==> config.mk <==
export PLATFORM = sky130hd
export DESIGN_NAME = register_scoreboard
export DESIGN_NICKNAME = d
export VERILOG_FILES = /design/src/rtl/register_scoreboard.sv
export SDC_FILE = /design/constraint.sdc
export NUM_CORES = 1
export LEC_CHECK = 0
export CAP_MARGIN = 20
export CORE_MARGIN = 2
export CORE_UTILIZATION = 44
export CTS_CLUSTER_SIZE = 24
export DETAILED_ROUTE_END_ITERATION = 10
export HOLD_SLACK_MARGIN = 0.06
export PLACE_DENSITY_LB_ADDON = 0.08
export SKIP_CTS_REPAIR_TIMING = 1
export SLEW_MARGIN = 20
export SYNTH_ARGS = -nofsm -noshare
export SYNTH_HDL_FRONTEND = slang
export SYNTH_SLANG_ARGS = --single-unit
==> constraint.sdc <==
create_clock -name clk -period 4.38 [get_ports clk]
set_clock_uncertainty 0.1 [all_clocks]
set_input_delay 0.876 -clock clk [delete_from_list [all_inputs] [get_ports clk]]
set_output_delay 0.876 -clock clk [all_outputs]
set_load 0.1 [all_outputs]
==> src/rtl/register_scoreboard.sv <==
// Register-file scoreboard: tracks in-flight destination registers, stalls issue on
// RAW/WAW hazards and arbitrates the single register-file write port (ALU over load).
module register_scoreboard #(
    parameter int unsigned SIZE     = 32,
    parameter bit          ZERO_REG = 1'b1,
    localparam int unsigned IDX_W   = $clog2(SIZE)
) (
    input  logic             clk,
    input  logic             reset,
    input  logic             issue_valid,
    output logic             issue_ready,
    input  logic [IDX_W-1:0] issue_rs1,
    input  logic [IDX_W-1:0] issue_rs2,
    input  logic [IDX_W-1:0] issue_rd,
    input  logic             issue_use_rs1,
    input  logic             issue_use_rs2,
    input  logic             issue_has_rd,
    input  logic             wb_a_valid,
    input  logic [IDX_W-1:0] wb_a_rd,
    input  logic [31:0]      wb_a_data,
    input  logic             wb_b_valid,
    output logic             wb_b_ready,
    input  logic [IDX_W-1:0] wb_b_rd,
    input  logic [31:0]      wb_b_data,
    output logic             rf_enable,
    output logic [IDX_W-1:0] rf_rd,
    output logic [31:0]      rf_xd,
    output logic [IDX_W:0]   pending_count,
    output logic             idle,
    output logic             err
);

    logic [SIZE-1:0]  pending_q, pending_d;
    logic [IDX_W:0]   pending_count_q, pending_count_d;
    logic             err_q, err_d;

    logic             hazard;
    logic             set_en;
    logic             clr_en;
    logic             sel_valid;
    logic [IDX_W-1:0] sel_rd;
    logic [31:0]      sel_data;

    // Hazard looks only at registered state, so writebacks never reach issue_ready combinationally.
    always_comb begin
        hazard = (issue_use_rs1 & pending_q[issue_rs1])
               | (issue_use_rs2 & pending_q[issue_rs2])
               | (issue_has_rd  & pending_q[issue_rd]);
        issue_ready = ~reset & ~hazard;
        set_en = issue_valid & issue_ready & issue_has_rd
               & ~(ZERO_REG && (issue_rd == '0));
    end

    always_comb begin
        if (wb_a_valid) begin
            sel_valid  = 1'b1;
            sel_rd     = wb_a_rd;
            sel_data   = wb_a_data;
            wb_b_ready = 1'b0;
        end else begin
            sel_valid  = wb_b_valid;
            sel_rd     = wb_b_rd;
            sel_data   = wb_b_data;
            wb_b_ready = ~reset;
        end
        rf_enable = ~reset & sel_valid & ~(ZERO_REG && (sel_rd == '0));
        rf_rd     = reset ? '0 : sel_rd;
        rf_xd     = reset ? '0 : sel_data;
    end

    // Only a clear of a bit that was actually set moves the count, so stray commits cannot wrap it.
    always_comb begin
        clr_en    = rf_enable & pending_q[rf_rd];
        err_d     = err_q | (rf_enable & ~pending_q[rf_rd]);
        pending_d = pending_q;
        if (rf_enable) begin
            pending_d[rf_rd] = 1'b0;
        end
        if (set_en) begin
            pending_d[issue_rd] = 1'b1;
        end
        case ({set_en, clr_en})
            2'b10:   pending_count_d = pending_count_q + 1'b1;
            2'b01:   pending_count_d = pending_count_q - 1'b1;
            default: pending_count_d = pending_count_q;
        endcase
    end

    always_ff @(posedge clk or posedge reset) begin
        if (reset) begin
            pending_q       <= '0;
            pending_count_q <= '0;
            err_q           <= 1'b0;
        end else begin
            pending_q       <= pending_d;
            pending_count_q <= pending_count_d;
            err_q           <= err_d;
        end
    end

    assign pending_count = pending_count_q;
    assign idle          = (pending_count_q == '0);
    assign err           = err_q;

endmodule

== After elaboration in Yosys (flattened, before gate mapping) ==
Cells that the tools add are included.
Widths: inputs -> output; s select.

* Input port bits: 97
* Register bits: 39

* Bitwise gates (word level): 22
* Mux-type cells: 21
* Reduce and logical (&&, ||, !) cells: 6
* Order comparisons: 6
* Add/subtract/negate cells: 2
* Equal/unequal tests: 2

{| class="wikitable"
|+ Operators by type and width
! cell !! number
|-
| $mux 32 || 4
|-
| $and 32x32->32 || 1
|-
| $not 32->32 || 1
|-
| $or 32x32->32 || 1
|-
| $lt 5x6->1 const B || 4
|-
| $bmux 1 s5 || 4
|-
| $pmux 6 s2 || 1
|-
| $and 1x1->1 || 11
|-
| $demux 1 s5 || 2
|-
| $ge 5x1->1 const B || 2
|-
| $logic_not 5->1 || 2
|-
| $mux 5 || 2
|-
| $mux 1 || 8
|-
| $add 6x1->6 const B || 1
|-
| $logic_not 6->1 || 1
|-
| $sub 6x1->6 const B || 1
|-
| $not 1->1 || 5
|-
| $or 1x1->1 || 3
|-
| $eq 2x1->1 const B || 1
|-
| $eq 2x2->1 const B || 1
|-
| $logic_and 1x1->1 || 2
|-
| $reduce_bool 2->1 || 1
|}

== Logic depth before layout (Yosys ltp) ==
* Depth after elaboration: 12
* Mapped depth: 18
* Gate-level depth less buffers: 15

== Worst setup path after synthesis ==
Ideal clock, no wire load.

* Path type: input to register
* From: in wb_a_valid
* To: reg pending_count_q[4], in the netlist pending_count[4]
* Data required time: 4.117 ns
* Setup time: 0.163 ns
* Path slack: -0.951 ns
* Arrival time: 5.067 ns
* Stages: 17
* Cells stage by stage: buf_2 > mux2i_1 > nor2_1 > o21ai_0 > or3_1 > nand3_1 > nand4_1 > nor4_1 > ha_1 > clkbuf_1 > xor2_1 > ha_1 > a21oi_1 > nor2_1 > o21ai_0 > a21oi_1 > xor2_1

* Word-level cells in the longest chain between the ends: 7
* Elaborated cells between the ends (all ways): 14
* Those cells by class: eq/ne: 2; mux: 6; bitwise: 4; reduce/logical: 2

{| class="wikitable"
|+ RTL lines
! element !! RTL line !! RTL
|-
| start: declaration || 18 || <nowiki>input logic wb_a_valid,</nowiki>
|-
| $mux 5 * || 55 || <nowiki>if (wb_a_valid) begin</nowiki>
|-
| $mux 5 * || 67 || <nowiki>rf_rd = reset ? '0 : sel_rd;</nowiki>
|-
| named net rf_rd[2] || 26 || <nowiki>output logic [IDX_W-1:0] rf_rd,</nowiki>
|-
| $bmux 1 s5 * || 73 || <nowiki>clr_en = rf_enable & pending_q[rf_rd];</nowiki>
|-
| $mux 1 (not written as such) * || 73 ||
|-
| $and 1x1->1 * || 73 ||
|-
| $eq 2x1->1 / $eq 2x2->1 (equally long branches) || 82 || <nowiki>case ({set_en, clr_en})</nowiki>
|-
| $pmux 6 s2 / $reduce_bool 2->1 (equally long branches) || n/a ||
|-
| end signal: assignment || 96 || <nowiki>pending_count_q <= pending_count_d;</nowiki>
|-
| end: declaration || 34 || <nowiki>logic [IDX_W:0] pending_count_q, pending_count_d;</nowiki>
|}

Mark *: on every way through the listed nets, which the timed path passes. The rest lies on a longest branch. The select of a mux whose other input is x is not followed.
A chain may end at the register's enable or synchronous reset.

== Worst setup path after layout ==
* From: in issue_rs1[1]
* To: out issue_ready

* Word-level cells in the longest chain between the ends: 7

{| class="wikitable"
|+ RTL lines
! element !! RTL line !! RTL
|-
| start: declaration || 12 || <nowiki>input logic [IDX_W-1:0] issue_rs1,</nowiki>
|-
| $bmux 1 s5 || 46 || <nowiki>hazard = (issue_use_rs1 & pending_q[issue_rs1])</nowiki>
|-
| $mux 1 (not written as such) || 46 ||
|-
| $and 1x1->1 || 46 ||
|-
| $or 1x1->1 || 47 || <nowiki>| (issue_use_rs2 & pending_q[issue_rs2])</nowiki>
|-
| $or 1x1->1 || 48 || <nowiki>| (issue_has_rd & pending_q[issue_rd]);</nowiki>
|-
| $not 1->1 || 49 || <nowiki>issue_ready = ~reset & ~hazard;</nowiki>
|-
| $and 1x1->1 || 49 ||
|-
| end: declaration || 11 || <nowiki>output logic issue_ready,</nowiki>
|}

No other way between the ends. The select of a mux whose other input is x is not followed.

==> metrics.md <==
| Metric | Value |
|---|---|
| Status | completed |
| Syn avg cell area | 9.04 µm² |
| Pwr/cell area | 335 nW/µm² |
| Initial antenna violation count | 2 |
| Root Driver | clkbuf_8 |
| R2R setup slack | 0.87 ns |
| Slew headroom | 0.338 |
| Worst-Skew Late Latency | ~0.30 ns |
| Sequential share of the synthesized area | 0.278 |
| Initial DRC count | 371 |
| Worst slew pin tran | 0.990 ns |
| Crit Reg-Reg Endpoint | pending_count[5] |
| Max_cap viols | 0 |
| Vias in the first global route | 3,732 |
| Mapped Cells | between 300 and 400 |
| Mapped cell area | 3520 µm² |
| CTS max path bufs | 2 |
| R2r worst-path depth | 15 |
| Switching share of total power | 0.499 |
| Seq. cell area | 976 µm² |
| Global-route wire length before repair | 20,700 µm |
| Hold Fails Final Rpt | 0 |
| Drt total wl | 13,600 µm |
| Die area | 8720 µm² |
| Clk pwr share | 0.136 |
| WS Path Type | input port to output pin |
| Die Wd | 93.4 µm |
| Seq pwr share | 0.299 |
| Hold Path Class | register to register |
| Register bit count reported by yosys | 39 |
| Crit Reg-Reg Startpoint | pending_q[8] |
| Placer Congestion | 1.03 |
| Crit share post-route | 0.975 |
| Largest net degree at the start of global routing | 45 |
| Ys flop type | dfrtp_1 |
| Number of I/O port buffers | 144 |
| Fin crit period | approximately 4.3 ns |
| Final core occ | 0.706 |
| # IOs | 145 |
| Fin. max-slew vios | 0 |
| Combinational share of power | 0.566 |
| Largest cells by area after synthesis | dfrtp_1 28%, mux2i_1 16%, o21ai_0 7.1%, mux4_2 7.0%, nor2_1 6.2% |
| Most frequent cells after synthesis | 58 x nor2_1, 56 x mux2i_1, 50 x o21ai_0 |
| Total global-route track usage | 0.310 |
| CTS tree | built |
| Antenna Violating Nets Remaining | 0 |
| P_int | approximately 900 µW |
| Site Rows | 32 |
| Startpoint Class | input port |
| Chip Height | 93.4 µm |
| 1st-pass router iterations | 5 |
| Synthesis Warnings | 0 |
| P_leak | 2.38 nW |
| DR vias/cell | between 6 and 7 |
| Hold Crit Endpoint | err |
| Initial core utilization | 0.455 |
| CTS Buf Count | 5 |
| Total gr overflow | 0 |
| DRC | 0 |
| Fillers | 613 |
| Total number of vias | 4,004 |
| Crit path capture type | output pin |
| Count leader, synth | nor2_1 |
| P_sw | ~910 µW |
| Area grow syn2layout | 55.1% |
| Syn_nets | between 400 and 500 |
| Setup violators final | 0 |
| Min-delay src | err |
| Arr. time, crit path | 3.29 ns |
| Number of flops mapped to enable cells by yosys | 0 |
| CTS H-tree lvls | 2 |
| Ys async rst share | 1.00 |
| Critical Path RT | 3.40 ns |
| Worst Hold Depth | 1 |
| CTS clk-pin slew, worst paths | 0.08 ns |
| Worst VDD drop | 0.238 mV |
| Synth top area share | 0.278 |
| Layout Nets | approximately 660 |
| Final HPWL DP | ~11,000 µm |
| Core area | ~7700 µm² |
| Area occupied by multi-input gates | 2490 µm² |
| Netlist cell types | 45 |
| Achievable clock frequency | 234 MHz |
| CP max FO | 8 |
| DR WL/cell | 20.4 µm |
| Cell taking the most area after synthesis | dfrtp_1 |
| Layout cells sized above 1 | 0.245 |
| Setup TNS | 0 ns |
| Clock sinks | 39 |
## area by class of cell
type,instances,share of cell area
Antenna cell,2,0.000918
Timing Repair Buffer,185,0.317
Sequential cell,39,0.179
Multi-Input combinational cell,323,0.458
Tap cell,102,0.0234
Clock inverter,2,0.00229
Clock buffer,6,0.0133
Inverter,8,0.00688
## metrics by stage
| stage | total power [mW] | area, µm² | hold slack (ns) | setup slack [ns] | instances |
|---|---|---|---|---|---|
| 5_1_grt | 1.90 | 5450 | 0.414 | -0.0380 | 667 |
| 2_1_floorplan | 1.22 | 3580 | 0.376 | -0.0834 | 389 |
| 3_5_place_dp | 1.58 | 5330 | 0.363 | -0.224 | 657 |
| 6_report | 1.83 | 5450 | 0.377 | 0.111 | 667 |
| 4_1_cts | 1.82 | 5420 | 0.381 | 0.0536 | 665 |
| 3_3_place_gp | 1.56 | 5330 | 0.342 | -0.138 | 657 |
## layer usage
metal | global-route usage | wire length [µm] | vias to the layer above
li1 | - | - | 1826
met1 | 0.383 | 5100 | 1912
met2 | 0.535 | 6930 | 237
met3 | 0.0637 | 1320 | 29
met4 | 0.112 | 268 | 0
met5 | 0 | 0 | -
## flip-flops by register name, summed over array words and instances (netlist names)
name and count:
pending_q 32, pending_count 6, err 1
## worst max-delay path, stage by stage
cell and delay [ns]:
clkdlybuf4s50_1 0.51, buf_12 0.15, mux4_2 0.49, mux4_2 0.48
mux2_2 0.30, nand2_2 0.08, and2_4 0.15, buf_4 0.11
buf_12 0.16
## power by group through the flow
| stage | registers, mW | clock network (mW) | logic (mW) |
|---|---|---|---|
| after floorplan | 0.710 | 0 | 0.511 |
| after global placement | 0.546 | 0 | 1.01 |
| after detailed placement | 0.547 | 0 | 1.03 |
| after CTS | 0.541 | 0.247 | 1.03 |
| after global routing | 0.553 | 0.262 | 1.09 |
| final | 0.546 | 0.248 | 1.03 |
## logic make-up after synthesis
family | share of synthesized area
flip-flops | 0.278
multiplexers | 0.306
adder cells (fa/ha/maj) | 0.0107
AND/OR/NAND/NOR | 0.181
buffers and inverters | 0.0317
XOR/XNOR | 0.0174
AO/OA/AOI/OAI | 0.176
## placed cells by master, fill, tap and decap left out, drive strengths merged, types with 2 or more instances in the layout
master and n:
a211oi 2, a21oi 8, a31oi 2, and2 3
and4b 2, buf 84, clkbuf 6, clkdlybuf4s50 100
clkinvlp 3, dfrtp 39, diode 2, ha 3
inv 6, mux2 5, mux2i 56, mux4 19
nand2 12, nand2b 2, nand3 7, nand3b 4
nand4 5, nor2 58, nor2b 5, nor3 4
nor4 4, nor4bb 2, o211ai 5, o21ai 77
o22ai 14, or2 2, or3 4, or3b 3
or4 3, xor2 6
## how the worst max path moves through the flow
stage / from / end / cells past startpoint
CTS: issue_rs2[1] / issue_ready / 10
finish: issue_rs1[1] / issue_ready / 9
global placement: issue_rd[1] / pending_count[4] / 17
detailed placement: issue_rs2[1] / pending_count[5] / 17
floorplan: issue_rs2[1] / pending_count[4] / 17
global route: wb_b_rd[1] / pending_count[4] / 18
No activity file was read; power rests on OpenSTA's default activity.
